<file path="config.mk">
export PLATFORM = sky130hd
export DESIGN_NAME = branch_queue_flush
export DESIGN_NICKNAME = d
export VERILOG_FILES = /design/src/rtl/branch_queue_flush.sv
export SDC_FILE = /design/constraint.sdc
export NUM_CORES = 2
export LEC_CHECK = 0
export CAP_MARGIN = 30
export CORE_MARGIN = 10
export CORE_UTILIZATION = 50
export CTS_BUF_LIST = sky130_fd_sc_hd__clkbuf_8 sky130_fd_sc_hd__clkbuf_16
export CTS_CLUSTER_SIZE = 25
export DETAILED_ROUTE_END_ITERATION = 16
export PLACE_DENSITY_LB_ADDON = 0.1
export SLEW_MARGIN = 0
export SYNTH_ARGS = -nofsm -noshare
export SYNTH_HDL_FRONTEND = slang
export SYNTH_HIERARCHICAL = 1
export SYNTH_SLANG_ARGS = --single-unit
</file>
<file path="constraint.sdc">
create_clock -name clk -period 27.4 [get_ports clk]
set_input_delay 2.74 -clock clk [delete_from_list [all_inputs] [get_ports clk]]
set_output_delay 2.74 -clock clk [all_outputs]
set_load 0.02 [all_outputs]
</file>
<file path="src/rtl/branch_queue_flush.sv">
// branch_queue_flush
//   Circular in-order queue of in-flight branches. Dispatch allocates up to
//   NENQ entries per cycle and receives bq_ids. NRES resolve buses mark
//   entries resolved. Commit peeks and retires up to NDEQ oldest entries.
//   A mispredict (i_flush_v) drops everything younger than i_flush_id and
//   keeps i_flush_id itself. An exception (i_flush_all) drops every entry.
//   Every output is a function of registered state only.
// Ports
//   clk, rst                 clock, synchronous active-high reset
//   i_enq/i_din              allocate lanes (contiguous from 0) + payload
//   o_enq_ready/o_enq_id     lane may allocate / bq_id it receives
//   i_deq                    retire lanes (contiguous from 0)
//   o_dout_valid/o_dout      peek slot tail+k is live / its payload
//   o_dout_res/_taken/_tgt   peek slot resolution state
//   i_res_v/_id/_taken/_tgt  resolve buses; higher bus index wins on a tie
//   i_flush_v/i_flush_id     partial flush of entries younger than id
//   i_flush_all              full flush
//   o_count/o_freespace      live entries / DEPTH - count

// Peek lane: presents entry tail+LANE to commit.
module bq_peek_lane #(
  parameter int DEPTH_BITS = 3,
  parameter int DATA_W     = 32,
  parameter int TGT_W      = 32,
  parameter int LANE       = 0
) (
  input  logic [(1<<DEPTH_BITS)-1:0][DATA_W-1:0] i_data,
  input  logic [(1<<DEPTH_BITS)-1:0]             i_res,
  input  logic [(1<<DEPTH_BITS)-1:0]             i_tkn,
  input  logic [(1<<DEPTH_BITS)-1:0][TGT_W-1:0]  i_tgt,
  input  logic [DEPTH_BITS-1:0]                  i_tail,
  input  logic [DEPTH_BITS:0]                    i_count,
  output logic                                   o_valid,
  output logic [DATA_W-1:0]                      o_dout,
  output logic                                   o_res,
  output logic                                   o_taken,
  output logic [TGT_W-1:0]                       o_tgt
);
  logic [DEPTH_BITS-1:0] w_idx;
  assign w_idx   = i_tail + DEPTH_BITS'(LANE);
  assign o_valid = (DEPTH_BITS+1)'(LANE) < i_count;
  assign o_dout  = i_data[w_idx];
  assign o_res   = i_res[w_idx];
  assign o_taken = i_tkn[w_idx];
  assign o_tgt   = i_tgt[w_idx];
endmodule

module branch_queue_flush #(
  parameter int DEPTH_BITS = 3,
  parameter int NENQ       = 2,
  parameter int NDEQ       = 2,
  parameter int NRES       = 2,
  parameter int DATA_W     = 32,
  parameter int TGT_W      = 32
) (
  input  logic                                 clk,
  input  logic                                 rst,
  input  logic [NENQ-1:0]                      i_enq,
  input  logic [NENQ-1:0][DATA_W-1:0]          i_din,
  output logic [NENQ-1:0]                      o_enq_ready,
  output logic [NENQ-1:0][DEPTH_BITS-1:0]      o_enq_id,
  input  logic [NDEQ-1:0]                      i_deq,
  output logic [NDEQ-1:0]                      o_dout_valid,
  output logic [NDEQ-1:0][DATA_W-1:0]          o_dout,
  output logic [NDEQ-1:0]                      o_dout_res,
  output logic [NDEQ-1:0]                      o_dout_taken,
  output logic [NDEQ-1:0][TGT_W-1:0]           o_dout_tgt,
  input  logic [NRES-1:0]                      i_res_v,
  input  logic [NRES-1:0][DEPTH_BITS-1:0]      i_res_id,
  input  logic [NRES-1:0]                      i_res_taken,
  input  logic [NRES-1:0][TGT_W-1:0]           i_res_tgt,
  input  logic                                 i_flush_v,
  input  logic [DEPTH_BITS-1:0]                i_flush_id,
  input  logic                                 i_flush_all,
  output logic [DEPTH_BITS:0]                  o_count,
  output logic [DEPTH_BITS:0]                  o_freespace
);
  localparam int DEPTH = 1 << DEPTH_BITS;
  localparam int CW    = DEPTH_BITS + 1;
  localparam int DB    = DEPTH_BITS;

  logic [DB-1:0]                   r_head, r_tail;
  logic [CW-1:0]                   r_count;
  logic [DEPTH-1:0][DATA_W-1:0]    r_data;
  logic [DEPTH-1:0]                r_res, r_tkn;
  logic [DEPTH-1:0][TGT_W-1:0]     r_tgt;

  logic [NENQ-1:0] w_enq_ok;
  logic [NDEQ-1:0] w_deq_ok;
  logic [CW-1:0]   w_n_enq, w_n_deq, w_n_deq_eff, w_fl_keep;
  logic [DB-1:0]   w_fl_off;
  logic            w_flush, w_do_enq;
  logic [NRES-1:0] w_res_we;
  logic [DB-1:0]   w_head_n, w_tail_n;
  logic [CW-1:0]   w_count_n;

  // Offset of an id from the oldest entry; live when it falls inside count.
  function automatic logic [DB-1:0] f_off(input logic [DB-1:0] id, input logic [DB-1:0] tail);
    return id - tail;
  endfunction

  assign o_count     = r_count;
  assign o_freespace = CW'(DEPTH) - r_count;

  for (genvar k = 0; k < NENQ; k++) begin : g_enq
    assign o_enq_ready[k] = CW'(k) < o_freespace;
    assign o_enq_id[k]    = r_head + DB'(k);
  end

  for (genvar k = 0; k < NDEQ; k++) begin : g_peek
    bq_peek_lane #(.DEPTH_BITS(DEPTH_BITS), .DATA_W(DATA_W), .TGT_W(TGT_W), .LANE(k)) u_peek (
      .i_data  (r_data),
      .i_res   (r_res),
      .i_tkn   (r_tkn),
      .i_tgt   (r_tgt),
      .i_tail  (r_tail),
      .i_count (r_count),
      .o_valid (o_dout_valid[k]),
      .o_dout  (o_dout[k]),
      .o_res   (o_dout_res[k]),
      .o_taken (o_dout_taken[k]),
      .o_tgt   (o_dout_tgt[k])
    );
  end

  always_comb begin
    w_enq_ok = i_enq & o_enq_ready;
    w_deq_ok = i_deq & o_dout_valid;
    w_n_enq  = '0;
    w_n_deq  = '0;
    for (int k = 0; k < NENQ; k++) if (w_enq_ok[k]) w_n_enq = w_n_enq + CW'(1);
    for (int k = 0; k < NDEQ; k++) if (w_deq_ok[k]) w_n_deq = w_n_deq + CW'(1);

    w_fl_off  = f_off(i_flush_id, r_tail);
    w_fl_keep = {1'b0, w_fl_off} + CW'(1);
    w_flush   = i_flush_v && !i_flush_all && ({1'b0, w_fl_off} < r_count);
    // Under a partial flush only the survivors can retire.
    w_n_deq_eff = (w_flush && (w_n_deq > w_fl_keep)) ? w_fl_keep : w_n_deq;
    w_do_enq    = !i_flush_all && !w_flush;

    // Slots being enqueued are outside count, so they can never be live here.
    w_res_we = '0;
    for (int r = 0; r < NRES; r++) begin
      w_res_we[r] = i_res_v[r] && !i_flush_all &&
                    ({1'b0, f_off(i_res_id[r], r_tail)} < r_count) &&
                    (!w_flush || (f_off(i_res_id[r], r_tail) <= w_fl_off));
    end

    if (i_flush_all) begin
      w_tail_n  = r_tail + w_n_deq[DB-1:0];
      w_head_n  = w_tail_n;
      w_count_n = '0;
    end else if (w_flush) begin
      w_tail_n  = r_tail + w_n_deq_eff[DB-1:0];
      w_head_n  = i_flush_id + DB'(1);
      w_count_n = w_fl_keep - w_n_deq_eff;
    end else begin
      w_tail_n  = r_tail + w_n_deq[DB-1:0];
      w_head_n  = r_head + w_n_enq[DB-1:0];
      w_count_n = r_count + w_n_enq - w_n_deq;
    end
  end

  always_ff @(posedge clk) begin
    if (rst) begin
      r_head  <= '0;
      r_tail  <= '0;
      r_count <= '0;
      r_res   <= '0;
    end else begin
      r_head  <= w_head_n;
      r_tail  <= w_tail_n;
      r_count <= w_count_n;
      if (w_do_enq)
        for (int k = 0; k < NENQ; k++)
          if (w_enq_ok[k]) r_res[r_head + DB'(k)] <= 1'b0;
      for (int r = 0; r < NRES; r++)
        if (w_res_we[r]) r_res[i_res_id[r]] <= 1'b1;
    end
  end

  // Payload and resolution data need no reset; validity comes from count/r_res.
  always_ff @(posedge clk) begin
    if (!rst) begin
      if (w_do_enq)
        for (int k = 0; k < NENQ; k++)
          if (w_enq_ok[k]) r_data[r_head + DB'(k)] <= i_din[k];
      // Ascending loop: the last (highest) bus hitting an id wins.
      for (int r = 0; r < NRES; r++)
        if (w_res_we[r]) begin
          r_tkn[i_res_id[r]] <= i_res_taken[r];
          r_tgt[i_res_id[r]] <= i_res_tgt[r];
        end
    end
  end

`ifndef SYNTHESIS
  always_ff @(posedge clk) begin
    if (!rst) begin
      assert ((i_enq & ~o_enq_ready) == '0)
        else $warning("bq: enqueue on non-ready lane dropped");
      assert ((i_deq & ~o_dout_valid) == '0)
        else $warning("bq: dequeue beyond count ignored");
      assert ((i_enq & (i_enq + NENQ'(1))) == '0)
        else $warning("bq: non-contiguous enqueue lanes");
      assert ((i_deq & (i_deq + NDEQ'(1))) == '0)
        else $warning("bq: non-contiguous dequeue lanes");
      assert (!i_flush_v || i_flush_all || ({1'b0, w_fl_off} < r_count))
        else $warning("bq: flush id not live, ignored");
    end
  end
`endif
endmodule

</file>
==> impl_results.md <==
- Status: completed
- Peak clock frequency supported by timing: between 0.1 and 0.15 GHz
- First-pass detailed-route iteration total: 5
- Area enclosed by the die boundary: just under 90000 sq um
- Ys Warns: 6
- Initial drt markers: 3227
- Clock tree from TritonCTS: done
- Part of the power in the clock network: slightly below 20%
- Actual transition at the worst max-transition pin: roughly 1.2 ns
- # port buffers: between 200 and 300
- Placed cell area: 41300 sq um
- Number of nets with antenna violations after routing: 0
- Total nets after synthesis: between 3000 and 4000
- Final Instance Area: about 43000 sq um
- Proportion of synthesized flip-flops having asynchronous set or reset: 0%
- Hold_ws: roughly 0.50 ns
- Worst clock skew: around 0.012 ns
- Final setup TNS: 0 ns
- Setup violation total in the final timing report: 0
- Reported net switching power: around 1800 uW
- Gate power share: a little over half
- H-tree level count: 3
- Overall overflow remaining after global route: 0
- Distinct cell type count after synthesis: 66
- WS Path Type: flop to output pin
- Flip-flop cell with the highest count after synthesis: sky130_fd_sc_hd__edfxtp_1
- Master cell of the clock root buffer: sky130_fd_sc_hd__clkbuf_16
- Vias in the first global route: about 31000
- Hold buffer count at cts: 0
- Width of the die: around 300 um
- Switching part of the total power: 40.8%
- Overall routing resource usage: between 20 and 30%
- Critical Path Fanout Max: 84
- Clock period minus worst slack: 8.35 ns
- Residual DRC count: 0
- Library cell with the highest instance count after synthesis: sky130_fd_sc_hd__nand2_1
- Total via count after detailed routing: between 30000 and 40000
- Largest area contributor in the synthesized netlist: sky130_fd_sc_hd__edfxtp_1
- Post-detailed-placement half-perimeter wirelength: about 76 mm
- Max-capacitance violation count: 0
- Portion of synthesized cell area occupied by the leading cell type: approximately 40%
- Number of synthesized flops with an enable pin: 520
- Count of mapped cells out of synthesis: 3640
- I/O pin total: about 300
- Setup repair after global routing missed its margin: false
- Leading cell types by count after synthesis: sky130_fd_sc_hd__nand2_1 (527), sky130_fd_sc_hd__edfxtp_1 (520), sky130_fd_sc_hd__mux2i_1 (393)
- Clk slew on worst S/H paths: 0.06 ns
- Clock latency on the worst-skew pair: 0.61 ns
- Power Density: around 100 nW/um^2
- Total Nets Final: around 3800
- GPL Wtd Cong: approximately 0.88
- Final hold vios: 0
- Cells resized by post-CTS repair: 0
- Max-slew headroom: between 10% and 20%
- Maximum buffer depth of the clock tree: 3
- Internal Dissipation: between 2000 and 3000 uW
- Met3 wire len: 11.6 mm
- Type of origin of the critical path: flop
- Rows: between 100 and 150
- Met2 routed WL: approximately 64 mm
- Wire length of the first global-routing pass: between 150 and 200 mm
- Sum of routed wire segments on met1: 50.0 mm
- Worst voltage drop across the vdd grid: slightly above 0.09 mV
- Maximum number of pins on one net before global-route repair: about 210
- Total detailed-routing wirelength: around 130 mm
- Setup fix buffers added after clock tree synthesis: 0
- CTS sink count: roughly 540
- # fillers: ~6400
- Antenna violations before repair: 14
- Sequential group share of total power: between 20% and 30%
- Core region area: approximately 76000 sq um
- #FFs+latches synth: about 540
- Post-synthesis instance area: slightly below 40000 sq um
- Worst Path Required: 24.66 ns
- Leading post-synthesis cells by cell area: sky130_fd_sc_hd__edfxtp_1 (40%), sky130_fd_sc_hd__mux2i_1 (10%), sky130_fd_sc_hd__mux4_2 (7.7%), sky130_fd_sc_hd__a2bb2oi_1 (5.6%), sky130_fd_sc_hd__nand2_1 (5.1%)
- Layout cell share with drive strength beyond 1: 12.8%
- Die height: 298 um
- Min-Delay Path Class: flop to flop
- Arrival time at the worst endpoint: around 5.6 ns
- Post-DR wirelength/cell: around 28 um
- Area added between synthesis and finish: 12.6%
- Leakage power summed over all cells: around 0.015 uW
- Sequential-to-total area share from yosys stat: 41.4%
- Endpoint type of the worst setup path: output pin
- Mean cell area of the mapped netlist: between 10 and 15 sq um
- Max-slew violation count: 0
- Initial cell density of the core: approximately 50%
- DR vias/cell: approximately 6.7
- Clock buffers created by TritonCTS: 67
- Final Cycle Share: between 30% and 40%
- Top routing layer in use: met5
-- area by class of cell --
class                      count  area (sq um)  area share [%]
clock buffer                  69          1730            3.98
sequential                   538         16000            36.8
antenna                        9          22.5          0.0519
tap                         1030          1290            2.97
multi-input combinational   2589         20300            46.8
timing repair buffer         367          3590            8.26
inverter                      33           131           0.302
clock inverter                51           350           0.807
-- sequential cells by signal (all words and copies together) (netlist names) --
register and count:
r_data 256, r_tgt 256, r_res 8, r_tkn 8, o_count 4, r_head 3
r_tail 3
-- power by group through the flow --
stage / Clock [uW] / Combinational (uW) / Sequential [uW]
floorplan: 0 / 1600 / 1220
global placement: 0 / 2240 / 1230
detailed placement: 0 / 2300 / 1240
CTS: 876 / 2300 / 1220
global route: 906 / 2470 / 1240
finish: 865 / 2310 / 1230
-- worst max-delay path: stages (launching register included) --
cell and delay [ns]:
sky130_fd_sc_hd__dfxtp_4 0.90, sky130_fd_sc_hd__ha_4 0.79, sky130_fd_sc_hd__buf_4 0.90, sky130_fd_sc_hd__buf_4 0.30, sky130_fd_sc_hd__buf_16 0.32, sky130_fd_sc_hd__mux2i_1 0.12
sky130_fd_sc_hd__and3_1 0.19, sky130_fd_sc_hd__nor4_1 0.65, sky130_fd_sc_hd__clkdlybuf4s50_1 0.74
-- per-stage QoR --
step | power [uW] | util (%) | worst slack (ns) | cells
final | 4400 | 57.0 | 19.05 | 4686
after detailed placement | 3530 | 54.2 | 19.36 | 4555
after global routing | 4620 | 57.0 | 18.85 | 4682
after CTS | 4400 | 56.9 | 18.71 | 4675
after global placement | 3470 | 54.1 | 19.40 | 4554
after floorplan | 2820 | - | 3.87 | 3640
-- worst paths after layout --
path,slack [ns],endpoint,depth (start not counted),start
worst max-delay path,19.05,o_dout[54],8,r_tail[1]$_SDFF_PP0_
worst max register to register,20.78,r_tgt[243]$_DFFE_PN_,15,r_tail[0]$_SDFF_PP0_
worst min-delay path,0.50,r_res[5]$_SDFF_PP0_,1,r_res[5]$_SDFF_PP0_
worst min register to register,0.50,r_res[5]$_SDFF_PP0_,1,r_res[5]$_SDFF_PP0_
-- layer usage --
metal / vias to the layer above / GRT usage, %
met4: 14 / 14.1
met2: 1765 / 47.7
met1: 15500 / 35.3
met5: - / 0
met3: 388 / 5.11
li1: 13800 / -
-- logic make-up after synthesis --
kind of cell / count (synthesis) / share of synthesized area [%]
AOI/OAI and AO/OA: 941 / 16.5
buffers and inverters: 513 / 6.49
adders and majority gates: 43 / 1.57
xor gates and xnor gates: 20 / 0.474
and+or+nand+nor: 963 / 12.6
muxes: 622 / 20.9
DFF: 538 / 41.4
-- placed cells by master, fill, tap and decap left out, types with 9 or more instances in the layout --
master,Yosys,routed
sky130_fd_sc_hd__clkdlybuf4s50_1,0,298
sky130_fd_sc_hd__dfxtp_1,18,15
sky130_fd_sc_hd__nor2b_1,129,129
sky130_fd_sc_hd__mux2_2,79,79
sky130_fd_sc_hd__mux4_2,132,132
sky130_fd_sc_hd__a2111oi_2,10,10
sky130_fd_sc_hd__diode_2,0,9
sky130_fd_sc_hd__mux2_4,16,16
sky130_fd_sc_hd__buf_4,43,64
sky130_fd_sc_hd__edfxtp_1,520,520
sky130_fd_sc_hd__nand2_1,527,527
sky130_fd_sc_hd__clkbuf_16,0,69
sky130_fd_sc_hd__nor2_1,24,18
sky130_fd_sc_hd__a2111oi_1,15,15
sky130_fd_sc_hd__nor4_2,18,19
sky130_fd_sc_hd__ha_1,34,33
sky130_fd_sc_hd__nor4_1,60,55
sky130_fd_sc_hd__o21ai_0,260,260
sky130_fd_sc_hd__mux2i_1,393,393
sky130_fd_sc_hd__and3_1,137,134
sky130_fd_sc_hd__a2111oi_0,109,109
sky130_fd_sc_hd__a2bb2oi_1,248,248
sky130_fd_sc_hd__clkinv_1,1,16
sky130_fd_sc_hd__fa_1,9,9
sky130_fd_sc_hd__a21oi_1,254,254
sky130_fd_sc_hd__xnor2_1,11,11
sky130_fd_sc_hd__inv_1,32,48
Note: power is estimated with default switching activity, not from simulation.
